### src/rtl/pc_gen_pkg.sv
// Shared definitions for the fetch-stage PC generator.
// Next-PC source encodings and mode width.
package pc_gen_pkg;

    localparam int MODE_W = 2;

    typedef enum logic [MODE_W-1:0] {
        PC_SEQ    = 2'b00,
        PC_BRANCH = 2'b01,
        PC_JREG   = 2'b10,
        PC_RET    = 2'b11
    } pcMode_t;

endpackage

### src/rtl/pc_gen_ras_ret_addr_stack.sv
// Circular hardware return-address stack with sticky overflow/underflow.
// A full push overwrites the oldest entry; an empty pop reports underflow.
module ret_addr_stack #(
    parameter int WIDTH = 32,
    parameter int DEPTH = 8
) (
    input  logic                       Clock,
    input  logic                       Resetn,
    input  logic                       Enable,
    input  logic                       Push,
    input  logic                       Pop,
    input  logic [WIDTH-1:0]           LinkIn,
    input  logic                       ErrClear,
    output logic [WIDTH-1:0]           Top,
    output logic [$clog2(DEPTH):0]     Count,
    output logic                       Empty,
    output logic                       Full,
    output logic                       Overflow,
    output logic                       Underflow
);

    localparam int PW = $clog2(DEPTH);
    localparam int CW = PW + 1;

    logic [WIDTH-1:0] mem [DEPTH];
    logic [PW-1:0]    topPtr, nextPtr, wrPtr;
    logic [CW-1:0]    count, nextCount;
    logic             wrEn, ovfEvent, unfEvent;
    logic             doPush, doPop;

    assign doPush = Enable & Push;
    assign doPop  = Enable & Pop;
    assign Empty  = (count == '0);
    assign Full   = (count == CW'(DEPTH));
    assign Count  = count;
    assign Top    = mem[topPtr];

    always_comb begin
        nextPtr   = topPtr;
        nextCount = count;
        wrEn      = 1'b0;
        wrPtr     = topPtr;
        ovfEvent  = 1'b0;
        unfEvent  = 1'b0;
        if (doPush && doPop) begin
            wrEn = 1'b1;
            if (Empty) begin
                unfEvent  = 1'b1;
                wrPtr     = topPtr + 1'b1;
                nextPtr   = topPtr + 1'b1;
                nextCount = CW'(1);
            end
        end else if (doPush) begin
            wrEn    = 1'b1;
            wrPtr   = topPtr + 1'b1;
            nextPtr = topPtr + 1'b1;
            if (Full) ovfEvent = 1'b1;
            else nextCount = count + 1'b1;
        end else if (doPop) begin
            if (Empty) begin
                unfEvent = 1'b1;
            end else begin
                nextPtr   = topPtr - 1'b1;
                nextCount = count - 1'b1;
            end
        end
    end

    // Storage needs no reset; count alone decides what is valid.
    always_ff @(posedge Clock) begin
        if (wrEn) mem[wrPtr] <= LinkIn;
    end

    always_ff @(posedge Clock or negedge Resetn) begin
        if (!Resetn) begin
            topPtr    <= '0;
            count     <= '0;
            Overflow  <= 1'b0;
            Underflow <= 1'b0;
        end else if (Enable) begin
            topPtr    <= nextPtr;
            count     <= nextCount;
            Overflow  <= (Overflow & ~ErrClear) | ovfEvent;
            Underflow <= (Underflow & ~ErrClear) | unfEvent;
        end
    end

endmodule

### src/rtl/pc_gen_ras.sv
// Fetch-stage PC generator: next-PC mux, PC/PC_temp registers,
// misalignment flag, and a return-address stack for calls/returns.
module pc_gen_ras
    import pc_gen_pkg::*;
#(
    parameter int          WIDTH      = 32,
    parameter int          RAS_DEPTH  = 8,
    parameter logic [31:0] RESET_ADDR = 32'h0,
    parameter int          INC        = 4
) (
    input  logic                        Clock,
    input  logic                        Resetn,
    input  logic                        PC_enable,
    input  logic [MODE_W-1:0]           PC_mode,
    input  logic                        Call,
    input  logic [WIDTH-1:0]            BranchOff,
    input  logic [WIDTH-1:0]            RA,
    input  logic                        Err_clear,
    output logic [WIDTH-1:0]            PC,
    output logic [WIDTH-1:0]            PC_temp,
    output logic [WIDTH-1:0]            Link,
    output logic [$clog2(RAS_DEPTH):0]  RAS_count,
    output logic                        RAS_empty,
    output logic                        RAS_full,
    output logic                        Overflow,
    output logic                        Underflow,
    output logic                        Misalign
);

    pcMode_t          mode;
    logic [WIDTH-1:0] nextPc, rasTop, branchTgt, retTgt;
    logic             isRet;

    assign mode      = pcMode_t'(PC_mode);
    assign isRet     = (mode == PC_RET);
    assign Link      = PC + WIDTH'(INC);
    assign branchTgt = PC + BranchOff;
    assign retTgt    = RAS_empty ? RA : rasTop;

    always_comb begin
        nextPc = Link;
        unique case (mode)
            PC_SEQ:    nextPc = Link;
            PC_BRANCH: nextPc = branchTgt;
            PC_JREG:   nextPc = RA;
            PC_RET:    nextPc = retTgt;
            default:   nextPc = Link;
        endcase
    end

    ret_addr_stack #(
        .WIDTH (WIDTH),
        .DEPTH (RAS_DEPTH)
    ) uRas (
        .Clock     (Clock),
        .Resetn    (Resetn),
        .Enable    (PC_enable),
        .Push      (Call),
        .Pop       (isRet),
        .LinkIn    (Link),
        .ErrClear  (Err_clear),
        .Top       (rasTop),
        .Count     (RAS_count),
        .Empty     (RAS_empty),
        .Full      (RAS_full),
        .Overflow  (Overflow),
        .Underflow (Underflow)
    );

    always_ff @(posedge Clock or negedge Resetn) begin
        if (!Resetn) begin
            PC       <= WIDTH'(RESET_ADDR);
            PC_temp  <= WIDTH'(RESET_ADDR);
            Misalign <= 1'b0;
        end else if (PC_enable) begin
            PC       <= nextPc;
            PC_temp  <= PC;
            Misalign <= (Misalign & ~Err_clear) | (nextPc[1:0] != 2'b00);
        end
    end

endmodule
### config.mk
export PLATFORM = sky130hd
export DESIGN_NAME = pc_gen_ras
export DESIGN_NICKNAME = d
export VERILOG_FILES = /design/src/rtl/pc_gen_pkg.sv /design/src/rtl/pc_gen_ras_ret_addr_stack.sv /design/src/rtl/pc_gen_ras.sv
export SDC_FILE = /design/constraint.sdc
export NUM_CORES = 1
export LEC_CHECK = 0
export ABC_CLOCK_PERIOD_IN_PS = 3400
export CORE_ASPECT_RATIO = 0.7
export CORE_MARGIN = 4
export CORE_UTILIZATION = 51
export CTS_CLUSTER_SIZE = 24
export DETAILED_ROUTE_END_ITERATION = 10
export PLACE_DENSITY = 0.83
export REMOVE_ABC_BUFFERS = 1
export SYNTH_ARGS = -nofsm -noshare
export SYNTH_HDL_FRONTEND = slang
export SYNTH_SLANG_ARGS = --single-unit
### constraint.sdc
create_clock -name Clock -period 3.4 [get_ports Clock]
set_input_delay 1.02 -clock Clock [delete_from_list [all_inputs] [get_ports Clock]]
set_output_delay 1.02 -clock Clock [all_outputs]
set_load 0.05 [all_outputs]
==> results.json, run 1 <==
{
  "switching_power_w": 0.00801,
  "yosys.area.top_type": "edfxtp_1",
  "cap_violations": 0,
  "p_sw_frac": 0.408,
  "p_leak_nw": 7.95,
  "cts.clk_slew.worst_paths_ns": 0.07,
  "synth.area.top_cells": "edfxtp_1 49%, dfrtp_1 12%, mux4_2 9.1%, mux2_2 3.1%, ha_1 3.0%",
  "gp_congestion": 0.944,
  "synthCells": 1120,
  "yosys.area.top_type_share": 0.487,
  "wl_um": 55700,
  "fin_skew_ns": 0.0273,
  "cp_data_arrival_time_ns": 2.62,
  "cp_top_family": "simple AND/OR/NAND/NOR gates",
  "routedWlPerCell_um": 29.1,
  "p_seq_frac": 0.310,
  "drc": 0,
  "fmax_mhz": 275,
  "design_area_sq_um": 21400,
  "ioPinCount": 176,
  "max_stage_delay_ns": 0.41,
  "syn_area_sq_um": 15800,
  "vdd_drop_max_mv": 0.613,
  "numPortBuffers": 175,
  "grt_pass1_wl_um": 77800,
  "path_cells": "and4_4, and3_4, nand4_1, nor2_2, nand3_4, xnor2_4, buf_12",
  "insertion_delay_ns": 0.59,
  "fin_cells": 1915,
  "synthArstFlopShare": 0.224,
  "drt_iter0_drc": 2124,
  "slew_viol_final": 0,
  "synth-edff-count": 256,
  "status": "finished with violations",
  "hold_viol": 0,
  "area_growth_pct": 35.9,
  "grt_remaining_overflow": 0,
  "hpwl_um": 32100,
  "dr.pass1.iters": 8,
  "synth_seq_area_share": 0.605,
  "power_frac_comb": 0.505,
  "ys_seq_elements": 330,
  "slew-limit-headroom": 0.387,
  "power.density_nw_per_um2": 917,
  "required_ns": 2.38,
  "clkPwrFrac": 0.185,
  "finalCritPeriodShare": 1.07,
  "root_buffer": "clkbuf_16",
  "cp_max_fo": 4,
  "viasPerCell": 6.69,
  "yosysMostFrequentCell": "edfxtp_1",
  "grt_pass1_vias": 12400,
  "nNetsFinal": 1588,
  "cts_buffer_depth": 3,
  "tightestPinTransition_ns": 0.920,
  "cts_tree": "built",
  "initial_core_util": 0.522,
  "place_area_sq_um": 19400,
  "grt_max_degree": 75,
  "rsz0062_at_grt": "yes",
  "h-tree-depth": 1,
  "die-area_sq_um": 33900,
  "synth_commonest_cells": "256 x edfxtp_1, 85 x nand2_1, 77 x o21ai_0, 74 x dfrtp_1, 64 x mux4_2",
  "cp-start-kind": "flop",
  "ys_warn_count": 0,
  "ys_types": 70,
  "worst-path-buf-inv": 1,
  "min_period_ns": 3.64,
  "cts_sinks": 330,
  "coreArea_sq_um": 30200,
  "grt.total_usage": 0.304,
  "drive_gt1_frac": 0.325,
  "path_class": "reg2out",
  "die_w_um": 218,
  "setup.worst_path.end_class": "primary output",
  "numCtsBuffers": 31,
  "antenna_found_initial": 1,
  "internal_power_w": 0.0116,
  "ant_nets": 0,
  "die_h_um": 155,
  "syn_area_per_cell_sq_um": 14.1,
  "vias": 12800,
  "violations": "negative setup slack",
  "crit_slowest_cell": "dfrtp_1",
  "setup_viol": 16,
  "synth_ff_type": "edfxtp_1",
  "dp.cells": 1798,
  "nFillCells": 1821,
  "fin_ws_ns": -0.239,
  "rows": 53,
  "worstHoldPathType": "in2async"
}
[cells in the final DEF, fill, tap and decap left out, types with 14 or more instances in the layout]
master,instances
xnor2_1,31
edfxtp_1,256
clkdlybuf4s50_1,141
ha_1,35
mux2_2,43
mux2i_1,30
nor2_1,42
o211ai_1,14
clkbuf_16,31
mux4_2,64
a31oi_1,15
dfrtp_1,65
o21ai_0,76
nand2_1,82
inv_1,19
buf_12,41
nand3_1,16
a21oi_1,53
a21o_1,17
buf_4,187
[stage by stage]
| step | hold WS, ns | utilization | worst slack, ns | TNS [ns] | power [W] |
|---|---|---|---|---|---|
| after floorplan | 0.724 | - | -2.13 | -567.19 | 0.0113 |
| after global placement | 0.478 | 0.641 | -0.819 | -9.37 | 0.0147 |
| after detailed placement | 0.488 | 0.641 | -0.849 | -10.53 | 0.0150 |
| after CTS | 0.449 | 0.695 | -0.196 | -0.767 | 0.0190 |
| after global routing | 0.457 | 0.709 | -0.268 | -2.51 | 0.0203 |
| final | 0.456 | 0.709 | -0.239 | -1.72 | 0.0196 |
[power groups by stage]
| stage | combinational (W) | clock, W | sequential [W] |
|---|---|---|---|
| 2_1_floorplan | 0.00401 | 0 | 0.00732 |
| 3_3_place_gp | 0.00871 | 0 | 0.00600 |
| 3_5_place_dp | 0.00889 | 0 | 0.00606 |
| 4_1_cts | 0.00934 | 0.00359 | 0.00604 |
| 5_1_grt | 0.0103 | 0.00380 | 0.00616 |
| 6_report | 0.00991 | 0.00364 | 0.00610 |
[worst register-to-register path, stage by stage (launching register included)]
cell	delay (ns)
dfrtp_1	0.42
buf_4	0.16
buf_4	0.15
ha_1	0.31
buf_4	0.13
nand2_1	0.11
nor2_1	0.19
a2111o_1	0.26
nand2_2	0.11
o221a_4	0.28
o31a_1	0.32
nor4_1	0.30
a31oi_1	0.09
a41oi_1	0.28
[per-layer routing]
metal | global-route usage | wire length, um | part of all wire
met5 | 0 | 11 | 0.00020
met4 | 0.128 | 3620 | 0.065
met3 | 0.0734 | 7160 | 0.13
met2 | 0.473 | 25200 | 0.45
met1 | 0.416 | 19700 | 0.35
[layout make-up]
| class | count | area, sq um | share of cell area |
|---|---|---|---|
| clock buffer | 44 | 855 | 0.0399 |
| inverter | 20 | 75.1 | 0.00350 |
| antenna | 1 | 2.50 | 0.000117 |
| multi-input combinational | 708 | 6430 | 0.300 |
| sequential | 330 | 9550 | 0.446 |
| clock inverter | 14 | 180 | 0.00841 |
| tap | 412 | 515 | 0.0241 |
| timing repair buffer | 386 | 3820 | 0.178 |
[timing repair]
item,4_1_cts,5_1_grt
gates cloned,2,0
setup endpoints to repair,27,29
resized for setup,74,35
hold buffers,0,0
pin swaps,17,33
setup buffers,26,32
[path summary, 6_finish.rpt]
path | from | end | slack (ns) | depth (start not counted)
hold reg to reg | Misalign | Misalign | 0.50 | 2
min in group Clock | Misalign | Misalign | 0.50 | 2
hold / removal | Resetn | uRas.Count[1] | 0.46 | 1
max in group asynchronous | Resetn | PC[22] | 2.18 | 2
setup reg to reg | PC[6] | PC[26] | 0.19 | 13
setup / recovery | PC[14] | Link[29] | -0.24 | 7
[cells by family (layout without fill, tap and decap cells)]
logic type	Yosys count	after routing	share of synthesized area
AND/OR/NAND/NOR	224	224	0.0650
flip-flops	330	330	0.605
XOR/XNOR	59	59	0.0328
AO/OA/AOI/OAI	248	248	0.102
other	0	1	0
multiplexers	137	137	0.141
adder cells (fa/ha/maj)	40	40	0.0327
buffers and inverters	82	464	0.0217
[state kept, by name, summed over array words and instances (netlist names)]
signal,count
uRas.Overflow,1
uRas.Underflow,1
PC_temp,32
Misalign,1
uRas.mem,256
PC,32
uRas.Count,4
uRas.topPtr,3
Power figures use the tool's default switching activity.
==> inputs of run 2 (changes only) <==
--- a/config.mk
+++ b/config.mk
@@ -9,10 +9,10 @@
 export CORE_ASPECT_RATIO = 0.7
 export CORE_MARGIN = 4
 export CORE_UTILIZATION = 51
+export CTS_CLUSTER_DIAMETER = 40
 export CTS_CLUSTER_SIZE = 24
 export DETAILED_ROUTE_END_ITERATION = 10
 export PLACE_DENSITY = 0.83
-export REMOVE_ABC_BUFFERS = 1
 export SYNTH_ARGS = -nofsm -noshare
 export SYNTH_HDL_FRONTEND = slang
 export SYNTH_SLANG_ARGS = --single-unit
==> results.json, run 2 (same netlist as run 1, synthesis figures left out) <==
{
  "setup_viol": 9,
  "crit_slowest_cell": "dfrtp_2",
  "worstHoldPathType": "reg2reg",
  "reg.largest.list": "uRas.mem x256, PC x32, PC_temp x32",
  "p_total_w": 0.0196,
  "grt_remaining_overflow": 0,
  "drt_iter0_drc": 1796,
  "max_stage_delay_ns": 0.41,
  "register_area_sq_um": 9560,
  "final_common_cell": "edfxtp_1",
  "path_cells": "and3_4, nand3_4, nor3_4, nand4_1, nor2_2, nand3_4, xnor2_4, buf_12",
  "hold_viol": 0,
  "setup.worst_path.end_class": "primary output",
  "ioPinCount": 176,
  "p_sw_frac": 0.406,
  "status": "finished with violations",
  "die_w_um": 218,
  "drive_gt1_frac": 0.330,
  "cts_sinks": 330,
  "grt_use_met1": 0.399,
  "worstRegToRegCells": 20,
  "violations": "negative setup slack",
  "insertion_delay_ns": 0.54,
  "antenna_found_initial": 0,
  "cp_max_fo": 4,
  "die_h_um": 155,
  "wl_um": 48700,
  "grt_pass1_vias": 12100,
  "cap_violations": 0,
  "grt.busiest_layer": "met2",
  "numPortBuffers": 175,
  "fin_skew_ns": 0.0189,
  "vias": 11900,
  "area_growth_pct": 36.3,
  "fin_ws_ns": -0.0810,
  "largest_register_ff_count": 256,
  "regMostFlops": "uRas.mem",
  "layout_common_cells": "256 x edfxtp_1, 171 x buf_4, 142 x clkdlybuf4s50_1",
  "cts_tree": "built",
  "fin_util": 0.711,
  "slew_viol_final": 0,
  "slew-limit-headroom": 0.505,
  "pre_cts_slack_ns": -0.559,
  "cts.clk_slew.worst_paths_ns": 0.07,
  "power.density_nw_per_um2": 910,
  "drc": 0,
  "path_class": "reg2out",
  "grt_use_met2": 0.438,
  "finalCritPeriodShare": 1.02,
  "required_ns": 2.38,
  "min_delay_path_depth": 2,
  "grt_pass1_wl_um": 72700,
  "crit_top_cell": "nand3_4",
  "use_met3": 0.0677,
  "rows": 53,
  "design_area_sq_um": 21500,
  "rsz0062_at_grt": "yes",
  "numCtsBuffers": 37,
  "ant_nets": 0,
  "nFillCells": 1926,
  "switching_power_w": 0.00795,
  "clkPwrFrac": 0.203,
  "root_buffer": "clkbuf_16",
  "place_area_sq_um": 19600,
  "cts_buffer_depth": 3,
  "p_leak_nw": 7.95,
  "multiInputGateArea_sq_um": 6440,
  "routedWlPerCell_um": 25.6,
  "tightestPinTransition_ns": 0.742,
  "nNetsFinal": 1577,
  "grt.total_usage": 0.284,
  "coreArea_sq_um": 30200,
  "dr.pass1.iters": 6,
  "cp_data_arrival_time_ns": 2.46,
  "min_period_ns": 3.48,
  "syn_nets": 1231,
  "internal_power_w": 0.0116,
  "hpwl_um": 32200,
  "h-tree-depth": 2,
  "initial_core_util": 0.522,
  "diodes": 0,
  "holdWs_ns": 0.498,
  "grt_max_degree": 51,
  "power_frac_comb": 0.487,
  "viasPerCell": 6.23,
  "cp-start-kind": "flop",
  "vdd_drop_max_mv": 0.620,
  "fmax_mhz": 287,
  "gp_congestion": 1.00,
  "die-area_sq_um": 33900,
  "p_seq_frac": 0.309
}
-- run 2: final timing paths --
kind | from | endpoint | slack (ns)
min reg2reg | uRas.Overflow | uRas.Overflow | 0.50
min in group asynchronous | Resetn | uRas.Count[1] | 0.52
max reg2reg | PC[10] | PC[27] | 0.08
min | uRas.Overflow | uRas.Overflow | 0.50
max in group asynchronous | Resetn | PC_temp[21] | 2.12
max | PC[10] | Link[29] | -0.08
-- run 2: stage by stage --
stage	TNS, ns	std cells
2_1_floorplan	-0.611	1120
3_3_place_gp	-5.95	1797
3_5_place_dp	-6.88	1797
4_1_cts	-0.171	1891
5_1_grt	-1.15	1904
6_report	-0.298	1904
-- run 2: area by class of cell --
| class | instances | share of cell area |
|---|---|---|
| Multi-Input combinational cell | 708 | 0.300 |
| Clock buffer | 42 | 0.0444 |
| Clock inverter | 23 | 0.0122 |
| Tap cell | 412 | 0.0240 |
| Timing Repair Buffer | 369 | 0.172 |
| Inverter | 20 | 0.00349 |
| Sequential cell | 330 | 0.445 |
-- run 2: worst max-delay path, delay by kind of cell (launching register included) --
kind,cells,cell delay [ns]
XOR/XNOR,1,0.27
buffers and inverters,1,0.17
flip-flops,1,0.41
AND/OR/NAND/NOR,6,1.07
-- run 2: what timing repair did --
item                                    4_1_cts  5_1_grt
buffers inserted                             29       14
gates resized for setup                      50       31
endpoints found under the setup margin       22       23
hold buffers                                  0        0
pin swaps                                    12       23
-- run 2: per-layer routing --
metal | wire [um] | up-vias
li1 | - | 5065
met4 | 1870 | 0
met1 | 19300 | 5879
met3 | 5180 | 145
met2 | 22400 | 772
met5 | 0 | -
-- run 2: power by group through the flow --
stage,Sequential [W],Combinational (W),Clock (W)
floorplan,0.00697,0.00452,0
global route,0.00613,0.0100,0.00421
global placement,0.00606,0.00885,0
finish,0.00605,0.00954,0.00398
CTS,0.00603,0.00933,0.00401
detailed placement,0.00610,0.00906,0
==> inputs of run 3 (changes only) <==
--- a/config.mk
+++ b/config.mk
@@ -13,6 +13,8 @@
 export CTS_CLUSTER_SIZE = 24
 export DETAILED_ROUTE_END_ITERATION = 10
 export PLACE_DENSITY = 0.83
+export SLEW_MARGIN = 15
 export SYNTH_ARGS = -nofsm -noshare
 export SYNTH_HDL_FRONTEND = slang
 export SYNTH_SLANG_ARGS = --single-unit
+export TNS_END_PERCENT = 20
==> results.json, run 3 (same netlist as run 1, synthesis figures left out) <==
{
  "status": "finished with violations",
  "violations": "negative setup slack",
  "wl_met2_um": 23200,
  "worst-path-buf-inv": 1,
  "required_ns": 2.38,
  "die_w_um": 218,
  "die-area_sq_um": 33900,
  "routedWlPerCell_um": 25.9,
  "topRoutingLayerUsed": "met5",
  "grt.total_usage": 0.291,
  "grt_pass1_vias": 11900,
  "cp-start-kind": "flop",
  "cts.clk_slew.worst_paths_ns": 0.07,
  "antenna_found_initial": 2,
  "fin_skew_ns": 0.0326,
  "coreArea_sq_um": 30200,
  "pre_cts_slack_ns": -0.598,
  "grt_pass1_wl_um": 73800,
  "numCtsBuffers": 35,
  "cts_sinks": 330,
  "gp_congestion": 0.950,
  "rows": 53,
  "regMostFlops": "uRas.mem",
  "grt_max_degree": 74,
  "fin_ws_ns": -0.0830,
  "fmax_mhz": 287,
  "final_common_cell": "edfxtp_1",
  "wl_met1_um": 18900,
  "drc": 0,
  "dp.cells": 1808,
  "rr_startpoint": "PC[8]",
  "crit_slowest_cell": "dfrtp_2",
  "setup.worst_path.end_class": "primary output",
  "power.density_nw_per_um2": 926,
  "initial_core_util": 0.522,
  "tightestPinTransition_ns": 1.07,
  "vias": 11900,
  "root_buffer": "clkbuf_16",
  "slew_viol_final": 0,
  "path_cells": "nand4_1, nor3_4, nand3_2, nor2_4, nand3_2, xnor2_4, buf_12",
  "drive_gt1_frac": 0.323,
  "cts_tree": "built",
  "ioPinCount": 176,
  "nNetsFinal": 1575,
  "worstHoldPathType": "in2async",
  "rsz0062_at_grt": "yes",
  "wl_um": 49300,
  "r2r_slack_ns": 0.18,
  "cts_buffer_depth": 3,
  "nFillCells": 1950,
  "hpwl_um": 32900,
  "grt_remaining_overflow": 0,
  "insertion_delay_ns": 0.55,
  "reg2reg_to": "PC[31]",
  "drt_iter0_drc": 1571,
  "area_growth_pct": 36.1,
  "fin_cells": 1903,
  "hold_viol": 0,
  "ant_nets": 0,
  "reg.largest.list": "uRas.mem x256, PC x32, PC_temp x32",
  "min_period_ns": 3.48,
  "dr.pass1.iters": 6,
  "worstRegToRegCells": 13,
  "slew-limit-headroom": 0.285,
  "met3WireLength_um": 5610,
  "die_h_um": 155,
  "largest_register_ff_count": 256,
  "syn_nets": 1231,
  "setup_viol": 9,
  "layout_common_cells": "256 x edfxtp_1, 179 x buf_4, 143 x clkdlybuf4s50_1",
  "cp_top_family": "simple AND/OR/NAND/NOR gates",
  "p_leak_nw": 7.99,
  "finalCritPeriodShare": 1.02,
  "cp_max_fo": 4,
  "max_stage_delay_ns": 0.40,
  "viasPerCell": 6.26,
  "cap_violations": 0,
  "h-tree-depth": 2,
  "path_class": "reg2out",
  "vdd_drop_max_mv": 0.564,
  "numPortBuffers": 175,
  "crit_top_cell": "nand3_2",
  "cp_data_arrival_time_ns": 2.46
}
[run 3: cell types whose count changed in the layout (fill, tap and decap cells not counted), sizes merged]
cell           change
inv                -5
diode              +1
clkinv             +2
clkinvlp           +1
bufinv             +5
dlymetal6s2s       -1
clkdlybuf4s50      +1
clkbuf             -5
[run 3: cell type report]
class                   instances  area [sq um]  area share
flip-flops and latches        330          9550       0.445
multi-input cells             708          6330       0.295
repair buffers                369          3650       0.170
clock buffers                  37           926      0.0431
well taps                     412           515      0.0240
clock inverters                26           418      0.0195
inverters                      20          75.1     0.00350
diodes                          1          2.50    0.000117
[run 3: stage by stage]
| step | total power (W) | utilization | setup TNS (ns) | hold WS [ns] | area [sq um] |
|---|---|---|---|---|---|
| 6_report | 0.0199 | 0.710 | -0.403 | 0.484 | 21500 |
| 3_5_place_dp | 0.0151 | 0.646 | -7.39 | 0.485 | 19500 |
| 5_1_grt | 0.0207 | 0.710 | -1.24 | 0.520 | 21500 |
| 3_3_place_gp | 0.0149 | 0.646 | -6.47 | 0.479 | 19500 |
| 2_1_floorplan | 0.0114 | - | -27.18 | 0.724 | 15900 |
| 4_1_cts | 0.0197 | 0.701 | -0.144 | 0.497 | 21200 |
[run 3: power breakdown]
group | internal (W) | switching, W
Combinational | 0.00410 | 0.00550
Sequential | 0.00538 | 0.000576
Clock | 0.00249 | 0.00184
[run 3: layer usage]
layer,GRT usage,vias up
met2,0.458,761
li1,-,5049
met4,0.0938,2
met5,0,-
met3,0.0814,104
met1,0.398,6001
[run 3: how the worst max path moves through the flow]
stage / startpoint / to / slack, ns / depth (start not counted)
5_1_grt: PC[8] / Link[27] / -0.16 / 8
3_5_place_dp: BranchOff[0] / PC[26] / -0.60 / 12
4_1_cts: PC[2] / Link[29] / -0.04 / 7
2_1_floorplan: PC[3] / Link[18] / -0.39 / 6
3_3_place_gp: BranchOff[0] / PC[26] / -0.54 / 12
6_report: PC[8] / Link[31] / -0.08 / 7
[run 3: timing repair]
action / CTS / global route
setup endpoints to repair: 26 / 26
pin swaps: 13 / 28
hold buffers: 0 / 0
gates resized for setup: 39 / 31
buffers inserted: 16 / 15
